<file path="src/rtl/eth_40gb_link_ctrl.sv">
// 40GbE QSFP link bring-up sequencer: walks PLL, PHY reset, CDR, block and
// alignment lock in order, retries on timeout and qualifies the link before link_up.
module eth_40gb_link_ctrl #(
  parameter int unsigned LANES          = 4,
  parameter int unsigned TIMEOUT_CYCLES = 1000000,
  parameter int unsigned RESET_CYCLES   = 64,
  parameter int unsigned STABLE_CYCLES  = 1024,
  parameter int unsigned MAX_RETRIES    = 8
) (
  input  logic             core_clk,
  input  logic             core_resetn,
  input  logic             enable,
  input  logic             fault_clear,
  input  logic             core_pll_locked,
  input  logic             tx_pll_locked,
  input  logic [LANES-1:0] tx_ready,
  input  logic [LANES-1:0] rx_ready,
  input  logic [LANES-1:0] rx_is_lockedtodata,
  input  logic [LANES-1:0] rx_blk_lock,
  input  logic             rx_am_lock,
  output logic             phy_reset_req,
  output logic             qsfp_rstn,
  output logic             link_up,
  output logic             fault,
  output logic [3:0]       state,
  output logic [3:0]       retry_cnt,
  output logic [15:0]      drop_cnt
);

  typedef enum logic [3:0] {
    StIdle      = 4'd0,
    StWaitPll   = 4'd1,
    StPhyRst    = 4'd2,
    StWaitTx    = 4'd3,
    StWaitRx    = 4'd4,
    StWaitBlk   = 4'd5,
    StWaitAlign = 4'd6,
    StStable    = 4'd7,
    StUp        = 4'd8,
    StFault     = 4'd9
  } state_e;

  localparam int unsigned SyncW = 3 + 4 * LANES;

  localparam int unsigned TimerMax0 = (TIMEOUT_CYCLES > STABLE_CYCLES) ? TIMEOUT_CYCLES
                                                                       : STABLE_CYCLES;
  localparam int unsigned TimerMax  = (TimerMax0 > RESET_CYCLES) ? TimerMax0 : RESET_CYCLES;
  localparam int unsigned TimerW    = $clog2(TimerMax + 1);

  localparam logic [TimerW-1:0] TimerLast   = TimerW'(TimerMax);
  localparam logic [TimerW-1:0] TimeoutLast = TimerW'(TIMEOUT_CYCLES - 1);
  localparam logic [TimerW-1:0] ResetLast   = TimerW'(RESET_CYCLES - 1);
  localparam logic [TimerW-1:0] StableLast  = TimerW'(STABLE_CYCLES - 1);
  localparam logic [3:0]        RetryLast   = 4'(MAX_RETRIES - 1);
  localparam logic [3:0]        RetryFault  = 4'(MAX_RETRIES);

  // Two-flop synchronizers for every asynchronous status input.
  logic [SyncW-1:0] sync_raw, sync_q1, sync_q2;

  assign sync_raw = {core_pll_locked, tx_pll_locked, tx_ready, rx_ready,
                     rx_is_lockedtodata, rx_blk_lock, rx_am_lock};

  always_ff @(posedge core_clk or negedge core_resetn) begin
    if (!core_resetn) begin
      sync_q1 <= '0;
      sync_q2 <= '0;
    end else begin
      sync_q1 <= sync_raw;
      sync_q2 <= sync_q1;
    end
  end

  logic             core_pll_s, tx_pll_s, am_s;
  logic [LANES-1:0] tx_ready_s, rx_ready_s, cdr_s, blk_s;

  assign {core_pll_s, tx_pll_s, tx_ready_s, rx_ready_s, cdr_s, blk_s, am_s} = sync_q2;

  logic pll_ok, tx_ok, rx_ok, blk_ok, all_ok;

  assign pll_ok = core_pll_s & tx_pll_s;
  assign tx_ok  = &tx_ready_s;
  assign rx_ok  = (&rx_ready_s) & (&cdr_s);
  assign blk_ok = &blk_s;
  assign all_ok = pll_ok & tx_ok & rx_ok & blk_ok & am_s;

  state_e            state_q, state_d;
  logic [TimerW-1:0] timer_q;
  logic [3:0]        retry_q, retry_d;
  logic [15:0]       drop_q, drop_d, drop_inc;
  logic              timed_out, attempt_fail;

  assign timed_out = (timer_q == TimeoutLast);
  assign drop_inc  = (drop_q == 16'hFFFF) ? drop_q : drop_q + 16'd1;

  always_comb begin
    state_d      = state_q;
    retry_d      = retry_q;
    drop_d       = drop_q;
    attempt_fail = 1'b0;

    if (!enable) begin
      state_d = StIdle;
    end else if (!pll_ok && (state_q != StIdle) && (state_q != StFault)) begin
      // PLL loss restarts from the PLL wait without charging a retry.
      state_d = StWaitPll;
      if (state_q == StUp) drop_d = drop_inc;
    end else begin
      unique case (state_q)
        StIdle:    state_d = StWaitPll;
        StWaitPll: state_d = StPhyRst;
        StPhyRst: begin
          if (timer_q == ResetLast) state_d = StWaitTx;
        end
        StWaitTx: begin
          if (timed_out)  attempt_fail = 1'b1;
          else if (tx_ok) state_d = StWaitRx;
        end
        StWaitRx: begin
          if (timed_out)  attempt_fail = 1'b1;
          else if (rx_ok) state_d = StWaitBlk;
        end
        StWaitBlk: begin
          if (timed_out)   attempt_fail = 1'b1;
          else if (blk_ok) state_d = StWaitAlign;
        end
        StWaitAlign: begin
          if (timed_out) attempt_fail = 1'b1;
          else if (am_s) state_d = StStable;
        end
        StStable: begin
          if (!all_ok)                   attempt_fail = 1'b1;
          else if (timer_q == StableLast) state_d = StUp;
        end
        StUp: begin
          if (!all_ok) begin
            state_d = StPhyRst;
            drop_d  = drop_inc;
          end
        end
        StFault: begin
          if (fault_clear) begin
            state_d = StWaitPll;
            retry_d = '0;
          end
        end
        default: state_d = StIdle;
      endcase
    end

    if (attempt_fail) begin
      if (retry_q >= RetryLast) begin
        state_d = StFault;
        retry_d = RetryFault;
      end else begin
        state_d = StPhyRst;
        retry_d = retry_q + 4'd1;
      end
    end

    if ((state_d == StUp) && (state_q != StUp)) retry_d = '0;
  end

  always_ff @(posedge core_clk or negedge core_resetn) begin
    if (!core_resetn) begin
      state_q <= StIdle;
      timer_q <= '0;
      retry_q <= '0;
      drop_q  <= '0;
    end else begin
      state_q <= state_d;
      retry_q <= retry_d;
      drop_q  <= drop_d;
      // Shared dwell timer restarts on every state change and saturates otherwise.
      if (state_d != state_q) timer_q <= '0;
      else if (timer_q != TimerLast) timer_q <= timer_q + TimerW'(1);
    end
  end

  always_comb begin
    phy_reset_req = 1'b0;
    qsfp_rstn     = 1'b1;
    link_up       = 1'b0;
    fault         = 1'b0;
    unique case (state_q)
      StIdle: begin
        phy_reset_req = 1'b1;
        qsfp_rstn     = 1'b0;
      end
      StWaitPll, StPhyRst: phy_reset_req = 1'b1;
      StUp:                link_up       = 1'b1;
      StFault:             fault         = 1'b1;
      default: ;
    endcase
  end

  assign state     = state_q;
  assign retry_cnt = retry_q;
  assign drop_cnt  = drop_q;

endmodule

</file>
<file path="config.mk">
export PLATFORM = sky130hd
export DESIGN_NAME = eth_40gb_link_ctrl
export DESIGN_NICKNAME = d
export VERILOG_FILES = /design/src/rtl/eth_40gb_link_ctrl.sv
export SDC_FILE = /design/constraint.sdc
export NUM_CORES = 1
export LEC_CHECK = 0
export CAP_MARGIN = 10
export CORE_MARGIN = 5
export CORE_UTILIZATION = 55
export CTS_CLUSTER_SIZE = 14
export DETAILED_ROUTE_END_ITERATION = 10
export PLACE_DENSITY = 0.8
export SLEW_MARGIN = 25
export SYNTH_ARGS = -nofsm -noshare
export SYNTH_HDL_FRONTEND = slang
export SYNTH_SLANG_ARGS = --single-unit
export TNS_END_PERCENT = 100
</file>
<file path="constraint.sdc">
create_clock -name core_clk -period 3.4 [get_ports core_clk]
set_clock_uncertainty 0.2 [all_clocks]
set_input_delay 0.85 -clock core_clk [delete_from_list [all_inputs] [get_ports core_clk]]
set_output_delay 0.85 -clock core_clk [all_outputs]
set_load 0.02 [all_outputs]
</file>
Word-level counts from Yosys, hierarchy flattened
Cells that the tools add are included.
W data, S select, Z words.
{"block": "totals", "ff_bits": 82, "out_inout_bits": 28, "input_bits": 23, "elab_cells": 95}
{"block": "op_classes", "n_bitwise": 6, "n_eq_ne": 20, "muxes": 41, "add_sub_neg": 3, "n_lt_le_gt_ge": 1, "reduce_logical": 18}
{"op": "$mux W4", "count": 24}
{"op": "$mux W16", "count": 5}
{"op": "$mux W20", "count": 2}
{"op": "$pmux W4 S10", "count": 1}
{"op": "$add A20 B1 Y20 const B", "count": 1}
{"op": "$eq A20 B10 Y1 const B", "count": 1}
{"op": "$eq A20 B20 Y1 const B", "count": 1}
{"op": "$eq A20 B6 Y1 const B", "count": 1}
{"op": "$ne A20 B20 Y1 const B", "count": 1}
{"op": "$reduce_and A4 Y1", "count": 5}
{"op": "$add A16 B1 Y16 const B", "count": 1}
{"op": "$eq A16 B16 Y1 const B", "count": 1}
{"op": "$eq A4 B3 Y1 const B", "count": 4}
{"op": "$eq A4 B4 Y1 const B", "count": 3}
{"op": "$reduce_bool A3 Y1", "count": 3}
{"op": "$eq A4 B2 Y1 const B", "count": 2}
{"op": "$mux W1", "count": 8}
{"op": "$ne A4 B4 Y1 const B", "count": 2}
{"op": "$and A1 B1 Y1", "count": 6}
{"op": "$add A4 B1 Y4 const B", "count": 1}
{"op": "$eq A4 B1 Y1 const B", "count": 1}
{"op": "$ge A4 B3 Y1 const B", "count": 1}
{"op": "$logic_not A4 Y1", "count": 1}
{"op": "$ne A4 B4 Y1", "count": 1}
{"op": "10 further kinds", "count": 12}

Depth between registers and ports, before layout
Gate-level depths: netlist of run 1.
{"block": "depth", "word_depth": 14, "depth_mapped": 10, "ltp_nobuf": 8}

Worst setup path before layout of run 1
OpenSTA, ideal clock, no wires.
{"block": "synth_path", "path_type": "reg2reg", "startpoint": "register state_q[1] (netlist: state[1])", "endpoint": "register timer_q[6]", "slack_ps": 579, "path_stages_with_launch": 9, "arrival_time_ps": 2534, "synth_period_minus_slack_ps": 2821, "required_time_ps": 3113, "path_cell_list": "dfrtp_1 clkbuf_4 nor4_2 o21ai_0 a2111oi_0 nor2_2 a311o_1 buf_6 a211oi_2"}
{"block": "synth_between", "elab_chain_cells": 8, "elab_cells_between_ends": 38, "cone_classes": "eq/ne: 11; mux: 21; reduce/logical: 6"}
{"element": "from (decl)", "line": "86", "text": "state_e state_q, state_d;"}
{"element": "from (signal assigned)", "line": "165", "text": "state_q <= StIdle;"}
{"element": "from (signal assigned)", "line": "170", "text": "state_q <= state_d;"}
{"element": "$eq A4 B3 Y1 (tied with other cells)", "line": "108", "text": "unique case (state_q)"}
{"element": "$reduce_or A4 Y1 (no source line) (tied with other cells)"}
{"element": "$pmux W1 S2 (tied with other cells)", "line": "108"}
{"element": "$mux W1 / $mux W4 (equally long branches)", "line": "103", "text": "end else if (!pll_ok && (state_q != StIdle) && (state_q != StFault)) begin"}
{"element": "$mux W1 / $mux W4 (equally long branches)", "line": "101", "text": "if (!enable) begin"}
{"element": "$mux W4", "line": "150", "text": "if (attempt_fail) begin"}
{"element": "$ne A4 B4 Y1 *", "line": "174", "text": "if (state_d != state_q) timer_q <= '0;"}
{"element": "$mux W20 / $reduce_bool A2 Y1 (equally long branches)"}
{"element": "to (signal assigned)", "line": "175", "text": "else if (timer_q != TimerLast) timer_q <= timer_q + TimerW'(1);"}
{"element": "to (decl)", "line": "87", "text": "logic [TimerW-1:0] timer_q;"}
Every way passes the cells marked *; elsewhere a longest branch is shown, timed or not.
A chain may end at the register's enable or synchronous reset.

Worst setup path in the final report of run 1
{"block": "layout_path", "startpoint": "register state_q[2] (netlist: state[2])", "endpoint": "output fault"}
{"block": "layout_between", "elab_chain_cells": 2}
{"element": "$eq A4 B4 Y1", "line": "184", "text": "unique case (state_q)"}
{"element": "$mux W1", "line": "184"}
{"element": "to (decl)", "line": "24", "text": "output logic fault,"}
Every way passes these cells.

==> reports/metrics.cfg, run 1 <==
[synthesis]
yosys.cell_count.top_type=dfrtp_1
synth_largest_area_cell=dfrtp_1
netlist_top_cells_area=dfrtp_1, nor3_2, xnor2_1
synthesis.yosys.warnings=0
synth-edff-count=0
synth_ff_type=dfrtp_1
synth_cell_type_count=61
synth_largest_type_area_fraction_pct=53.1
syn_nets=371
ys_async_sr_fraction_pct=100
postSynthAreaPerCell_sq_um=11.2
synth_cells=344
synth.ff_latch_count=82
netlist_area_sq_um=3860
synth_sequential_area_ratio_pct=53.1
post_synth_most_frequent_cells=dfrtp_1, nand2_1, nand3_1

[critical_path]
slowest_stage=clkdlybuf4s50_1
critical_path_required_ns=2.35
cp.arrival_ns=2.16
slowest_delay_ns=0.64
path_cells=nor2_1 > and3_1 > clkdlybuf4s50_1
worstSetupEndpointType=output pin
worstSetupPathType=register to output pin
maximum_fanout_encountered_on_the_critical_timing_path=13
critPathTopFamily=buffers and inverters
length_in_cells_of_the_worst_reg_to_reg_path=8
worst_setup_sp_type=register
critical_path_depth=3
cp.buffers_inverters=1

[sta]
final-max-slew-violation-count=0
timing.final.setup_violations=0
share_of_the_clock_period_used_by_the_worst_path_pct=94.3
layout_min_cycle_time_ns=3.21
worst_slew_margin_rel_pct=52.1
timing.setup.tns_ns=0
final.hold.worst_slack_ns=0.145
worst_pin_slew_ns=0.719
count_of_final_hold_check_violations=0
timing.fmax_mhz=312
rsz_0062_raised_after_global_routing=false
final.setup.worst_slack_ns=0.192

[grt]
grt_start_max_net_pins=83
grt_pass1_vias=2948
first_pass_grt_wire_length_mm=14.5
antenna_violations_before_repair=0
globalRouteTotalUtil_pct=21.0
grt_remaining_overflow=0

[hold_path]
hp-class=register to register
min_delay_path_depth=0

[floorplan]
fp.coreArea_sq_um=6830
initial_utilization_pct=56.6
chipWidth_microns=93.8
die-area_sq_um=8800
io_pins=51
floorplan.rows=30
die_height_microns=93.8

[placed_design]
dp_hpwl_mm=5.99
place_congestion=0.894
place_ws_ns=0.261
numPortBuffers=50

[clock_network]
cts_buffers=9
postCtsSetupRepairBufs=0
clk-insertion-delay-late_ns=0.36
clk_path_buf_depth=2
post_cts.resized_instances=0
cts.hold.buffers_added=0
cts_htree_levels=3
root_buffer_selected_by_cts=clkbuf_8
tritoncts_num_sinks=82
clk_transition_reported_paths_ns=0.10
cts_tree=built

[final_layout]
total_inserted_antenna_cells=0
finalNetCount=428
multiInputGateArea_sq_um=1680
sequential_cell_area_sq_um=2050
area_growth_syn_to_fin_pct=21.2
nFillCells=544
post_route_cells_drive_above_1_share_pct=15.0

[pwr]
fin_total_pwr_mw=1.93
leakage_power_figure_nw=1.95
vdd.ir_drop.worst_uv=272
power_density_relative_to_cell_area_nw_per_um2=412

[status]
status=finished clean

[route]
vias_per_cell=5.91
detail_route.iter0.violations=227
post_route_drc=0
routed_wl_mm=8.53
number_of_vias_after_detailed_routing=2966
firstDrtPassIters=5
average_wire_length_per_cell_after_detail_routing_microns=17.0
route.antenna.remaining_nets=0

[flow_run]
max-cap-violations=0

[area by class of cell]
class / instances / share of cell area (%)
Sequential cell: 82 / 43.8
Multi-Input combinational cell: 238 / 35.8
Timing Repair Buffer: 61 / 12.7
Clock buffer: 9 / 2.64
Tap cell: 96 / 2.56
Clock inverter: 7 / 1.74
Inverter: 9 / 0.721
[report_power, final]
group | total [mW] | switching [mW] | internal [mW]
sequential | 1.03 | 0.0241 | 1.01
combinational | 0.199 | 0.119 | 0.0802
clock | 0.701 | 0.409 | 0.293
total | 1.93 | 0.552 | 1.38
[routing by layer]
layer / wire length [microns] / vias to the layer above / track usage (%)
met5: 0 / - / 0
met4: 180 / 0 / 7.34
li1: - / 1373 / -
met3: 662 / 24 / 4.89
met2: 4030 / 144 / 32.9
met1: 3660 / 1425 / 28.7
[final timing paths]
check	start	slack, ns	end
max	state[2]	0.19	fault
min	sync_q1[15]	0.14	sync_q2[15]
max reg2reg	timer_q[10]	0.27	timer_q[15]
min reg2reg	sync_q1[15]	0.14	sync_q2[15]
max in group asynchronous	core_resetn	2.19	sync_q2[13]
min in group asynchronous	core_resetn	0.30	retry_cnt[1]
[sequential cells by signal, summed over array words and instances, names as in the netlist]
name	count
drop_cnt	16
timer_q	20
retry_cnt	4
state	4
sync_q2	19
sync_q1	19
[logic make-up after synthesis]
| kind of cell | count (synthesis) | synth area share [%] |
|---|---|---|
| AND/OR/NAND/NOR | 147 | 23.8 |
| flip-flops | 82 | 53.1 |
| AO/OA/AOI/OAI | 53 | 10.5 |
| XOR/XNOR | 32 | 7.25 |
| buffers and inverters | 24 | 3.56 |
| adder cells (fa/ha/maj) | 4 | 1.29 |
| multiplexers | 2 | 0.550 |
[through the flow]
stage / util (%) / cells / area, sq um
2_1_floorplan: - / 344 / 3860
3_3_place_gp: 65.5 / 486 / 4470
3_5_place_dp: 65.5 / 486 / 4470
4_1_cts: 68.5 / 502 / 4680
5_1_grt: 68.6 / 502 / 4680
6_report: 68.6 / 502 / 4680
[cell usage in the layout, fill, tap and decap left out, types with 3 or more instances in the layout]
| cell type | synthesis | routed |
|---|---|---|
| o21ai_0 | 4 | 4 |
| a21o_1 | 4 | 4 |
| or3_1 | 4 | 4 |
| clkbuf_8 | 0 | 9 |
| nand4_1 | 13 | 13 |
| inv_1 | 9 | 9 |
| nor4_1 | 4 | 4 |
| xnor2_1 | 17 | 17 |
| a31oi_1 | 5 | 5 |
| nor4_2 | 3 | 3 |
| nor3_2 | 19 | 19 |
| and4_1 | 3 | 3 |
| and2_1 | 3 | 3 |
| o31ai_1 | 3 | 3 |
| dfrtp_1 | 82 | 82 |
| o211ai_1 | 4 | 4 |
| nand3_1 | 20 | 20 |
| and3_1 | 9 | 9 |
| nor3_1 | 13 | 13 |
| nor2_1 | 18 | 18 |
| a21oi_1 | 8 | 8 |
| ha_1 | 4 | 4 |
| buf_4 | 1 | 10 |
| clkdlybuf4s50_1 | 0 | 49 |
| nand2_1 | 21 | 21 |
| or4_1 | 4 | 4 |
| xor2_1 | 15 | 15 |
| a211o_1 | 3 | 3 |
Note: power is estimated with default switching activity, not from simulation.
==> run 2: changes to the inputs <==
PLACE_DENSITY = 0.86   (was 0.8)
==> reports/metrics.cfg, run 2 (synthesized netlist as in run 1, its figures left out) <==
[status]
status=finished clean

[clock_network]
root_buffer_selected_by_cts=clkbuf_8
cts.hold.buffers_added=0
clk-insertion-delay-late_ns=0.35
post_cts.resized_instances=0
cts_htree_levels=3
postCtsSetupRepairBufs=0
clk_path_buf_depth=2
cts_tree=built
clk_transition_reported_paths_ns=0.09
cts_buffers=9
tritoncts_num_sinks=82

[pwr]
power_density_relative_to_cell_area_nw_per_um2=433
vdd.ir_drop.worst_uv=332
leakage_power_figure_nw=1.95

[final_layout]
top_regs=timer_q (20), sync_q1 (19), sync_q2 (19)
finalNetCount=426
post-route-util_pct=68.9
largest_register_ff_count=20
total_inserted_antenna_cells=0
mostFrequentLayoutCells=dfrtp_1, clkdlybuf4s50_1, nand2_1, nand3_1, nor3_2
stdcell_count=500
area_growth_syn_to_fin_pct=21.8
post_route_cells_drive_above_1_share_pct=14.6
most_flops_register=timer_q
layout_commonest_cell=dfrtp_1

[critical_path]
slowest_delay_ns=0.64
worstSetupPathType=register to output pin
r2r_slack_ns=0.26
worst_setup_sp_type=register
critical_path.reg2reg.endpoint=timer_q[8]
path_cells=nor2_1 > and3_1 > clkdlybuf4s50_1
critical_path.reg2reg.startpoint=timer_q[11]
length_in_cells_of_the_worst_reg_to_reg_path=8
maximum_fanout_encountered_on_the_critical_timing_path=13
cp.arrival_ns=2.17
worstSetupEndpointType=output pin
critical_path_required_ns=2.35
slowest_stage=clkdlybuf4s50_1

[sta]
share_of_the_clock_period_used_by_the_worst_path_pct=94.6
final.hold.worst_slack_ns=0.154
final-max-slew-violation-count=0
count_of_final_hold_check_violations=0
timing.setup.tns_ns=0
timing.fmax_mhz=311
layout_min_cycle_time_ns=3.22
worst_pin_slew_ns=0.716
timing.final.setup_violations=0
worst_slew_margin_rel_pct=52.3
rsz_0062_raised_after_global_routing=false

[hold_path]
worst_hold_startpoint=sync_q1[7]
min_to=sync_q2[7]
hp-class=register to register
min_delay_path_depth=0

[route]
average_wire_length_per_cell_after_detail_routing_microns=17.2
number_of_vias_after_detailed_routing=2991
detail_route.iter0.violations=250
routed_wl_mm=8.59
route.antenna.remaining_nets=0
post_route_drc=0
firstDrtPassIters=5
vias_per_cell=5.98

[placed_design]
place.detailed.instances=484
numPortBuffers=50
place_congestion=0.978
dp_hpwl_mm=5.98

[grt]
globalRouteTotalUtil_pct=21.4
grt_remaining_overflow=0
first_pass_grt_wire_length_mm=14.7
grt_start_max_net_pins=83
grt_pass1_vias=2990
antenna_violations_before_repair=0

[floorplan]
initial_utilization_pct=56.6
die-area_sq_um=8800
floorplan.rows=30
io_pins=51
chipWidth_microns=93.8
die_height_microns=93.8
fp.coreArea_sq_um=6830

[flow_run]
max-cap-violations=0

run 2: cell types whose count changed in the layout (fill, tap and decap cells not counted), sizes merged:
| cell | before | now |
|---|---|---|
| buf | 12 | 10 |
| bufinv | 0 | 2 |
| clkinv | 4 | 2 |
run 2: worst max path at each step:
stage,start,endpoint,slack (ns),cells past startpoint
after floorplan,state[1],timer_q[6],0.58,8
after global placement,enable,timer_q[6],0.33,8
after detailed placement,enable,timer_q[8],0.27,8
after CTS,state[2],fault,0.19,3
after global routing,state[2],fault,0.07,3
final,state[2],fault,0.18,3
run 2: per-layer routing:
layer | wire length [microns] | global-route usage (%)
met2 | 4070 | 32.6
met5 | 0 | 0
met4 | 178 | 7.82
met3 | 645 | 5.37
met1 | 3700 | 29.7
run 2: worst max-delay path: cells and delay by family, from the launching register on:
family | cells | cell delay (ns)
buffers and inverters | 1 | 0.64
DFF | 1 | 0.54
and+or+nand+nor | 2 | 0.62
run 2: area by class of cell:
cell class	count	area [sq um]
Clock inverter	7	106
Fill cell	505	2130
Multi-Input combinational cell	238	1680
Timing Repair Buffer	59	594
Inverter	9	33.8
Sequential cell	82	2050
Tap cell	96	120
Clock buffer	9	124
run 2: where the power goes:
group / internal (mW) / leakage [nW] / switching [mW]
combinational: 0.0841 / 0.788 / 0.125
sequential: 1.01 / 1.05 / 0.0254
clock: 0.426 / 0.116 / 0.373
total: 1.52 / 1.95 / 0.523
run 2: through the flow:
step	power (mW)	setup WS, ns	instance area [sq um]
detailed placement	1.26	0.271	4470
floorplan	1.17	0.579	3860
CTS	2.05	0.186	4700
global route	2.13	0.0661	4710
finish	2.04	0.184	4710
global placement	1.25	0.329	4470
